**src/rtl/pace_timer_unit.sv**
```systemverilog
// pace_timer_unit: atrial/ventricular escape timers with synchronised sensing and post-pace blanking
module pace_timer_unit #(
    parameter int TICK_DIV = 1000,
    parameter int A_LOAD   = 800,
    parameter int V_LOAD   = 200,
    parameter int BLANK    = 50,
    parameter int CNT_W    = 12
) (
    input  logic clk,
    input  logic rst,
    input  logic sa_raw,
    input  logic sv_raw,
    input  logic ta,
    input  logic taen,
    input  logic tv,
    input  logic tven,
    input  logic pa,
    input  logic pv,
    output logic sa,
    output logic za,
    output logic sv,
    output logic zv
);
    localparam int PW = $clog2(TICK_DIV);
    localparam int BW = $clog2(BLANK + 2);
    logic [PW-1:0] pre;
    logic [BW-1:0] blank_cnt;
    logic [CNT_W-1:0] cnt_a, cnt_v;
    logic [2:0] sync_a, sync_v;
    logic armed_a, armed_v, tick, blanked, rise_a, rise_v;
    assign tick    = pre == PW'(TICK_DIV - 1);
    assign blanked = blank_cnt != '0;
    // bits [1:0] are the synchroniser, bit 2 holds the previous synchronised level
    assign rise_a  = sync_a[1] & ~sync_a[2];
    assign rise_v  = sync_v[1] & ~sync_v[2];
    assign za      = armed_a & (cnt_a == '0);
    assign zv      = armed_v & (cnt_v == '0);
    always_ff @(posedge clk or posedge rst) begin
        if (rst) begin
            pre       <= '0;
            blank_cnt <= '0;
            cnt_a     <= '0;
            cnt_v     <= '0;
            armed_a   <= 1'b0;
            armed_v   <= 1'b0;
            sync_a    <= '0;
            sync_v    <= '0;
            sa        <= 1'b0;
            sv        <= 1'b0;
        end else begin
            sync_a    <= {sync_a[1:0], sa_raw};
            sync_v    <= {sync_v[1:0], sv_raw};
            pre       <= (ta | tv | tick) ? '0 : pre + 1'b1;
            blank_cnt <= (pa | pv) ? BW'(BLANK) : (tick && blanked) ? blank_cnt - 1'b1 : blank_cnt;
            if (ta) begin
                cnt_a   <= CNT_W'(A_LOAD);
                armed_a <= 1'b1;
            end else if (tick && taen && cnt_a != '0) begin
                cnt_a <= cnt_a - 1'b1;
            end
            if (tv) begin
                cnt_v   <= CNT_W'(V_LOAD);
                armed_v <= 1'b1;
            end else if (tick && tven && cnt_v != '0) begin
                cnt_v <= cnt_v - 1'b1;
            end
            sa <= ta ? 1'b0 : (rise_a && taen && !blanked) ? 1'b1 : sa;
            sv <= tv ? 1'b0 : (rise_v && tven && !blanked) ? 1'b1 : sv;
        end
    end
endmodule
```
**config.mk**
```make
export PLATFORM = sky130hd
export DESIGN_NAME = pace_timer_unit
export DESIGN_NICKNAME = d
export VERILOG_FILES = /design/src/rtl/pace_timer_unit.sv
export SDC_FILE = /design/constraint.sdc
export NUM_CORES = 1
export LEC_CHECK = 0
export ABC_AREA = 1
export CAP_MARGIN = 10
export CORE_MARGIN = 10
export CORE_UTILIZATION = 54
export CTS_CLUSTER_DIAMETER = 40
export DETAILED_ROUTE_END_ITERATION = 16
export PLACE_DENSITY_LB_ADDON = 0.25
export RECOVER_POWER = 25
export SYNTH_ARGS = -nofsm -noshare
export SYNTH_HDL_FRONTEND = slang
export SYNTH_SLANG_ARGS = --single-unit
```
**constraint.sdc**
```tcl
create_clock -name clk -period 1.77 [get_ports clk]
set_clock_uncertainty 0.2 [all_clocks]
set_input_delay 0.2655 -clock clk [delete_from_list [all_inputs] [get_ports clk]]
set_output_delay 0.2655 -clock clk [all_outputs]
set_load 0.01 [all_outputs]
```
==> results_dict.tcl <==
set metrics [dict create \
    drt_wl_total_mm 7.16 \
    n_antenna_cell 0 \
    critPathMaxFanout 2 \
    numCtsBuffers 5 \
    cts.sinks 50 \
    post-route-min-period_ns 1.84 \
    clk_path_buf_depth 2 \
    fin_ws_ns -0.0695 \
    holdWs_ns 0.166 \
    yosysWarnings 0 \
    hold_viol 0 \
    setup_viol 2 \
    vdd_ir_drop_max_mv 0.405 \
    drive_gt1_share_pct 32.7 \
    die_w_um 92.3 \
    layout_worst_path_cycle_share_pct 104 \
    synth_top_area_cell "dfrtp_1" \
    cp_slowest_stage_delay_ns 0.41 \
    dieArea_um2 8520 \
    min_path_type "reg -> reg" \
    insertion_delay_ns 0.31 \
    htreeDepth 2 \
    first_global_vias 2850 \
    synth.area.top_cells "dfrtp_1 (44%), nand2_1 (14%), nand3_1 (8.2%)" \
    grt_use_total_pct 16.9 \
    numPortBuffers 13 \
    crit_chain "nor2_2 -> nand2_2 -> nor4_2 -> buf_2" \
    synth_seq_area_share_pct 44.3 \
    slowest_stage "dfrtp_1" \
    synth_top_area_share_pct 44.3 \
    clock-root-buffer "clkbuf_8" \
    p_leak_nw 1.89 \
    pwr_density_cell_nw_per_um2 649 \
    clkTransAtPathRegs_ns 0.10 \
    fin_setup_tns_ns -0.133 \
    core_area_um2 5070 \
    status "finished with violations" \
    final_core_util_pct 75.6 \
    critPathTopFamily "simple AND/OR/NAND/NOR gates" \
    ys_types 26 \
    overflow 0 \
    synth-seq-cells 50 \
    crit_required_ns 1.30 \
    total_power_mw 2.49 \
    netlist_area_um2 2820 \
    place_hpwl_mm 4.88 \
    grt_antenna_before_repair 0 \
    path_class "reg -> out" \
    tritoncts "built" \
    syn_to_final_growth_pct 35.9 \
    slew_violations 0 \
    fillers 377 \
    ant_nets 0 \
    dp_slack_ns -0.285 \
    routed_via_density 5.26 \
    first_pass_iters 4 \
    syn_nets 400 \
    wire_per_inst_um 13.4 \
    grt_pass1_wl_mm 12.1 \
    post-route-drc-count 0 \
    critPathLaunchType "register" \
    die_height_um 92.3 \
    nets 481 \
    multi_input_area_um2 1570 \
    synthCells 383 \
    avgSynthCellArea_um2 7.37 \
    fmax_mhz 544 \
    grt_max_degree 51 \
    gp_congestion 0.874 \
    drv_cap 0 \
    rows 26 \
    violations "setup timing" \
    initial_core_util_pct 55.6 \
    register_area_um2 1250 \
    maxSlewHeadroom_pct 27.2 \
    rsz0062_at_grt "yes" \
    vias 2812 \
    path_buf_inv 1 \
    io_pins 14 \
    worstMarginPinSlew_ns 1.09 \
    drt-initial-drc-count 121 \
    end_kind "primary output" \
    worstPathArrival_ns 1.37 \
]
==> metrics by stage <==
step / instances / area, um^2
after floorplan: 383 / 2820
after global placement: 512 / 3410
after detailed placement: 512 / 3410
after CTS: 529 / 3600
after global routing: 535 / 3830
final: 535 / 3830
==> worst reg2reg max path: cells and delay by family, from the launching register on <==
kind	cells	cell delay [ns]
DFF	1	0.41
and+or+nand+nor	8	0.75
buffers and inverters	2	0.27
==> path summary, 6_finish.rpt <==
check / from / depth (start not counted) / slack, ns / endpoint
worst min register to register: sync_v[0] / 0 / 0.17 / sync_v[1]
worst min-delay path: sync_v[0] / 0 / 0.17 / sync_v[1]
min in group asynchronous: rst / 3 / 0.42 / cnt_v[11]
worst max register to register: cnt_a[1] / 10 / 0.04 / cnt_a[9]
max in group asynchronous: rst / 3 / 0.29 / cnt_a[11]
worst max-delay path: cnt_v[5] / 4 / -0.07 / zv
==> flip-flops by register name, summed over array words and instances, names as in the netlist <==
signal     flops
sv             1
armed_v        1
sync_v         3
cnt_a         12
cnt_v         12
sa             1
pre           10
armed_a        1
sync_a         3
blank_cnt      6
==> cells in the mapped netlist <==
| cell type | number |
|---|---|
| o21ai_0 | 11 |
| dfrtp_1 | 50 |
| buf_1 | 1 |
| nor4_1 | 3 |
| inv_1 | 46 |
| or2_2 | 1 |
| inv_2 | 1 |
| buf_4 | 1 |
| ha_1 | 7 |
| clkbuf_1 | 2 |
| nor2_2 | 4 |
| clkinv_1 | 1 |
| buf_6 | 1 |
| a21oi_1 | 5 |
| nand3_2 | 1 |
| nor2_4 | 5 |
| nand2_1 | 108 |
| nand2_2 | 5 |
| nand4_1 | 16 |
| nor2_1 | 50 |
| o21ai_1 | 1 |
| nand3b_1 | 2 |
| nand3_1 | 46 |
| xor2_1 | 6 |
| nor3b_1 | 2 |
| nor3_1 | 7 |
==> placed cells by master (no fill, tap or decap), types with 3 or more instances in the layout <==
cell / instances
nand3_1: 35
buf_6: 9
inv_1: 31
xor2_1: 6
nand2_1: 88
inv_2: 15
nor3_1: 7
buf_4: 56
nor2_2: 9
dfrtp_1: 50
nand2_2: 24
ha_1: 4
clkbuf_8: 6
a21oi_1: 5
buf_2: 3
o21ai_0: 10
nor2_4: 9
clkdlybuf4s50_1: 9
nor2_1: 41
nand4_1: 16
nand3_2: 11
==> area by class of cell <==
| class | count | area share, % |
|---|---|---|
| Multi-Input combinational cell | 280 | 40.9 |
| Tap cell | 70 | 2.28 |
| Inverter | 48 | 4.70 |
| Clock inverter | 2 | 0.424 |
| Clock buffer | 6 | 2.15 |
| Timing Repair Buffer | 79 | 16.9 |
| Sequential cell | 50 | 32.6 |
==> per-layer routing <==
metal  vias up  global-route usage (%)  part of all wire, %
li1       1392                       -                    -
met1      1336                    18.6                   41
met2        61                    30.7                   53
met3        23                    2.91                  2.8
met4         0                    8.10                  3.0
met5         -                       0                    0
==> power breakdown <==
group | switching, mW | total [mW] | leakage, nW | internal (mW)
clock network | 0.407 | 0.729 | 0.0478 | 0.323
logic | 0.313 | 0.559 | 1.20 | 0.246
registers | 0.0219 | 1.20 | 0.641 | 1.18
total | 0.742 | 2.49 | 1.89 | 1.75
==> cell families (layout without fill, tap and decap cells) <==
kind of cell | Yosys count | after routing | share of synthesized area (%)
AND/OR/NAND/NOR | 250 | 250 | 40.2
buffers and inverters | 53 | 135 | 7.45
flip-flops | 50 | 50 | 44.3
AO/OA/AOI/OAI | 17 | 17 | 3.01
adder cells (fa/ha/maj) | 7 | 7 | 3.10
XOR/XNOR | 6 | 6 | 1.86
==> timing repair <==
action | CTS | global route
buffers inserted | 9 | 6
gates resized for setup | 22 | 66
setup endpoints to repair | 13 | 30
hold buffers | 0 | 0
pin swaps | 9 | 28
(Power assumes the default switching activity.)
==> variant 1, RTL diff (same settings) <==
Reset style: synchronous (`rst`), changed in one clocked block.
--- a/src/rtl/pace_timer_unit.sv
+++ b/src/rtl/pace_timer_unit.sv
@@ -35,7 +35,7 @@
     assign rise_v  = sync_v[1] & ~sync_v[2];
     assign za      = armed_a & (cnt_a == '0);
     assign zv      = armed_v & (cnt_v == '0);
-    always_ff @(posedge clk or posedge rst) begin
+    always_ff @(posedge clk) begin
         if (rst) begin
             pre       <= '0;
             blank_cnt <= '0;
Behaviour: differs if rst is asserted again (counterexample within 4 cycles, from zero or initial values and one cycle with rst high); with rst held inactive, the same outputs for 10 cycles.
==> variant 1 against the unedited design <==
The flow still finishes with violations (setup timing); design area down 7.5%; sequential cell count unchanged; synthesized cell count down 1.3%; global-route usage up 0.090 points; maximum frequency up 2.1%; routed wire length down 6.0%; worst setup slack better by 37 ps; count of clock-buffer cells in the layout down 1; synthesized area down 9.0%; critical endpoint is now cnt_a[10]; largest cell class unchanged.
Power is not compared: it rests on default switching activity, and its combinational part moved more than twofold at a synthesized area within 25%.
==> variant 1: results (changes against the unedited design) <==
outcome: "finished, violations left"
violations: "setup timing"
grt_max_degree: 16  # -69%
viasPerCell: 5.31  # +0.98%
r2r-start: "pre[1]"
drive_gt1_share_pct: 30.7  # -2.0 points
synthArstFlopShare_pct: 0  # -100 points
whs_endpoint: "sync_v[1]"
hold_depth: 2  # +2
yosysSeqAreaShare_pct: 38.9  # -5.4 points
totalWireLength_um: 6730  # -6.0%
via_count: 2691  # -4.3%
cpPeakStageDelay_ps: 360  # -50 ps
grtUsageTotal_pct: 17.0  # +0.090 points
placed_area_um2: 3140  # -7.8%
rr_worst_depth: 9  # -1
finalSetupViolations: 2  # unchanged
gp_congestion: 0.888  # +1.6%
cp.arrival_ps: 1790  # +420 ps
synth-main-ff-cell: "dfxtp_1"
dp_cells: 493  # -3.7%
place_ws_ps: -89.0  # +196 ps
setup_ws_ps: -32.3  # +37.2 ps
worstPathMaxFanout: 8  # +6
multiInputGateArea_um2: 1580  # +0.40%
[variant 1: cell count changes in the layout (fill, tap and decap cells not counted), sizes merged, moves of 11 or more]
cell   before  now
dfrtp      50    0
buf        68   57
nand2     113   80
nand3      47   26
dfxtp       0   50
a21oi       5   32
[variant 1: cell type report]
| class | count | area share (%) |
|---|---|---|
| repair buffers | 72 | 16.8 |
| well taps | 54 | 1.91 |
| multi-input cells | 268 | 44.5 |
| clock buffers | 5 | 1.94 |
| flip-flops and latches | 50 | 28.5 |
| clock inverters | 2 | 0.388 |
| inverters | 56 | 5.93 |
[variant 1: worst reg2reg max path: stages, from the launching register on]
cell     delay [ps]
dfxtp_2         360
ha_4            150
nand2_4          60
nor2_4          150
nand4_1         180
nor2_4          220
buf_12          150
nand3_2          70
nand2_1          90
a21oi_2          60
[variant 1: stage by stage]
| stage | TNS (ps) | total power [mW] |
|---|---|---|
| floorplan | 0 | 1.33 |
| global placement | -135 | 1.43 |
| detailed placement | -152 | 1.44 |
| CTS | -31.0 | 2.10 |
| global route | -1700 | 2.21 |
| finish | -45.3 | 2.11 |
[variant 1: kinds of logic after synthesis]
family / Yosys count / share of synthesized area (%)
XOR/XNOR: 9 / 3.07
AND/OR/NAND/NOR: 203 / 35.5
AO/OA/AOI/OAI: 50 / 10.2
adder cells (fa/ha/maj): 6 / 2.92
flip-flops: 50 / 38.9
buffers and inverters: 60 / 9.35
[variant 1: how the worst max path moves through the flow]
stage	cells past startpoint	end	start	slack [ps]
after global placement	7	zv	cnt_v[0]	-80
after floorplan	8	cnt_a[2]	pre[0]	120
after detailed placement	7	zv	cnt_v[0]	-90
after global routing	8	cnt_a[10]	pre[1]	-150
final	9	cnt_a[10]	pre[1]	-30
after CTS	7	zv	cnt_v[0]	-30
[variant 1: repair_timing]
| item | in CTS | in global routing |
|---|---|---|
| gates resized for setup | 17 | 75 |
| setup endpoints to repair | 6 | 28 |
| gates cloned | 0 | 1 |
| pin swaps | 4 | 32 |
| buffers inserted | 0 | 7 |
[variant 1: power breakdown]
| part | total [mW] | internal [mW] | switching (mW) |
|---|---|---|---|
| logic | 0.279 | 0.120 | 0.159 |
| registers | 1.16 | 1.15 | 0.0146 |
| clock network | 0.669 | 0.274 | 0.395 |
| total | 2.11 | 1.54 | 0.569 |
[variant 1: per-layer routing]
layer	global-route usage, %	up-vias	part of all wire [%]
li1	-	1364	-
met1	18.8	1258	42
met2	30.8	51	51
met3	3.65	18	4.1
met4	6.65	0	2.5
met5	0	-	0
==> variant 2, RTL diff (same settings) <==
Without the edit above. Change the parameter `CNT_W` from 12 to 8.
--- a/src/rtl/pace_timer_unit.sv
+++ b/src/rtl/pace_timer_unit.sv
@@ -4,7 +4,7 @@
     parameter int A_LOAD   = 800,
     parameter int V_LOAD   = 200,
     parameter int BLANK    = 50,
-    parameter int CNT_W    = 12
+    parameter int CNT_W    = 8
 ) (
     input  logic clk,
     input  logic rst,
Formal check against the unedited RTL: same outputs for any inputs over 10 cycles, from zero or initial values and one cycle with rst high; that may be too few to reach the edited logic, so the function may still have changed.
==> variant 2 against the unedited design <==
Design area is 22% lower; routed wire length fell by 28%; sequential cell count is 8 lower; synthesized area fell by 16%; worst setup slack improved by 32 ps; highest routed layer unchanged; the flow still finishes with violations (setup timing); final cell count fell by 23%; utilization down 2.9 points.
Power is not compared: it rests on default switching activity, and its combinational part moved more than twofold at a synthesized area within 25%.
==> variant 2: results (changes against the unedited design) <==
outcome: "finished, violations left"
violations: "setup timing"
cpPeakStageDelay_ps: 390  # -20 ps
hold_start: "sync_a[0]"
cts-htree-levels: 2  # unchanged
grtUsageTotal_pct: 14.5  # -2.4 points
drt_iter0_markers: 83  # -31%
viasPerCell: 5.08  # -3.4%
finalSetupViolations: 2  # unchanged
grtUsageMet2_pct: 23.5  # -7.2 points
clk_path_buf_depth: 2  # unchanged
use_met3_pct: 3.50  # +0.59 points
syn_nets: 317  # -21%
yosys-top-cells-area: "dfrtp_1 (45%), nand2_1 (11%), nor2_1 (6.8%)"
grt_pass1_vias: 2047  # -28%
grt_pass1_wl_um: 8950  # -26%
clk_pin_slew_ps: 80  # -20 ps
setup_ws_ps: -37.5  # +32.0 ps
port_buffers: 13  # unchanged
antenna_cells: 0  # unchanged
antenna_found_initial: 0  # unchanged
grt_max_degree: 43  # -16%
yosys-top-cells-count: "nand2_1 (72), nor2_1 (43), dfrtp_1 (42), inv_1 (40), nand3_1 (32)"
gp_congestion: 0.866  # -0.93%
fin_nets: 377  # -22%
wl_per_cell_um: 12.6  # -6.1%
placed_area_um2: 2800  # -18%
yosysSeqAreaShare_pct: 44.6  # +0.26 points
slew_headroom_pct: 30.1  # +3.0 points
use_met1_pct: 18.0  # -0.54 points
yosys.cell_types.count: 27  # +3.8%
top_regs: "pre x10, cnt_a x8, cnt_v x8"
cp.arrival_ps: 1340  # -30 ps
r2r-start: "cnt_v[0]"
clk_latency_ps: 290  # -20 ps
dp_hpwl_um: 3610  # -26%
drive_gt1_share_pct: 24.7  # -8.0 points
==> variant 2: cell count changes in the layout (fill, tap and decap cells not counted), moves of 4 or more <==
cell	before	now
nand3_2	11	1
inv_2	15	7
nand2_2	24	5
buf_6	9	0
nor3_1	7	3
inv_1	31	35
o21ai_0	10	2
nand2_1	88	70
nand4_1	16	9
buf_4	56	41
dfrtp_1	50	42
==> variant 2: power by group through the flow <==
stage / sequential [mW] / combinational, mW / clock, mW
floorplan: 1.02 / 0.114 / 0
detailed placement: 1.02 / 0.198 / 0
finish: 1.00 / 0.209 / 0.656
CTS: 1.00 / 0.200 / 0.679
global route: 1.00 / 0.237 / 0.717
global placement: 1.02 / 0.192 / 0
==> variant 2: layer usage <==
metal  share of wire [%]  vias up  routed length [um]
li1                    -     1070                   -
met3                 4.4        2                 225
met5                   0        -                   0
met1                  45      976                2340
met4                0.45        0                  23
met2                  50       38                2580
==> variant 2: worst max-delay path: cells and delay by family (launching register included) <==
family                     cells  cell delay, ps
DFF                            1             390
buffers and inverters          3             270
and+or+nand+nor                3             250
adders and majority gates      1             130
==> variant 2: cells by family (layout without fill, tap and decap cells) <==
family                     after synthesis  in the layout  share of synthesized area (%)
buffers and inverters                   45            106                           7.17
adders and majority gates                7              7                           3.72
xor gates and xnor gates                 7              7                           2.60
AOI/OAI and AO/OA                       15             15                           3.93
DFF                                     42             42                           44.6
and+or+nand+nor                        184            184                           38.0
==> variant 2: final cells by class <==
class | count | area, um2
multi-input combinational | 213 | 1190
fill | 323 | 1130
clock inverter | 2 | 12.5
timing repair buffer | 55 | 433
inverter | 43 | 161
sequential | 42 | 1050
clock buffer | 6 | 82.6
tap | 50 | 62.6
==> variant 2: repair_timing <==
| item | in CTS | in global routing |
|---|---|---|
| endpoints found under the hold margin | 0 | 0 |
| setup buffers | 3 | 7 |
| pin swaps | 4 | 5 |
| gates resized for setup | 14 | 11 |
| endpoints found under the setup margin | 2 | 19 |
==> variant 2: path summary, 6_finish.rpt <==
kind                       slack [ps]        end
hold reg to reg                   170  sync_a[1]
min in group asynchronous         550  sync_v[0]
hold / removal                    170  sync_a[1]
max in group asynchronous         180     pre[4]
setup / recovery                  -40         zv
setup reg to reg                   70   cnt_v[3]
==> variant 2: through the flow <==
stage	hold WS, ps	TNS (ps)	total power [mW]	setup slack, ps	cells
6_report	165	-55.6	1.86	-37.5	411
5_1_grt	169	-1440	1.96	-97.0	411
4_1_cts	142	-64.7	1.88	-46.4	404
3_5_place_dp	146	-291	1.22	-148	393
3_3_place_gp	142	-286	1.21	-146	393
2_1_floorplan	96.9	0	1.13	202	300
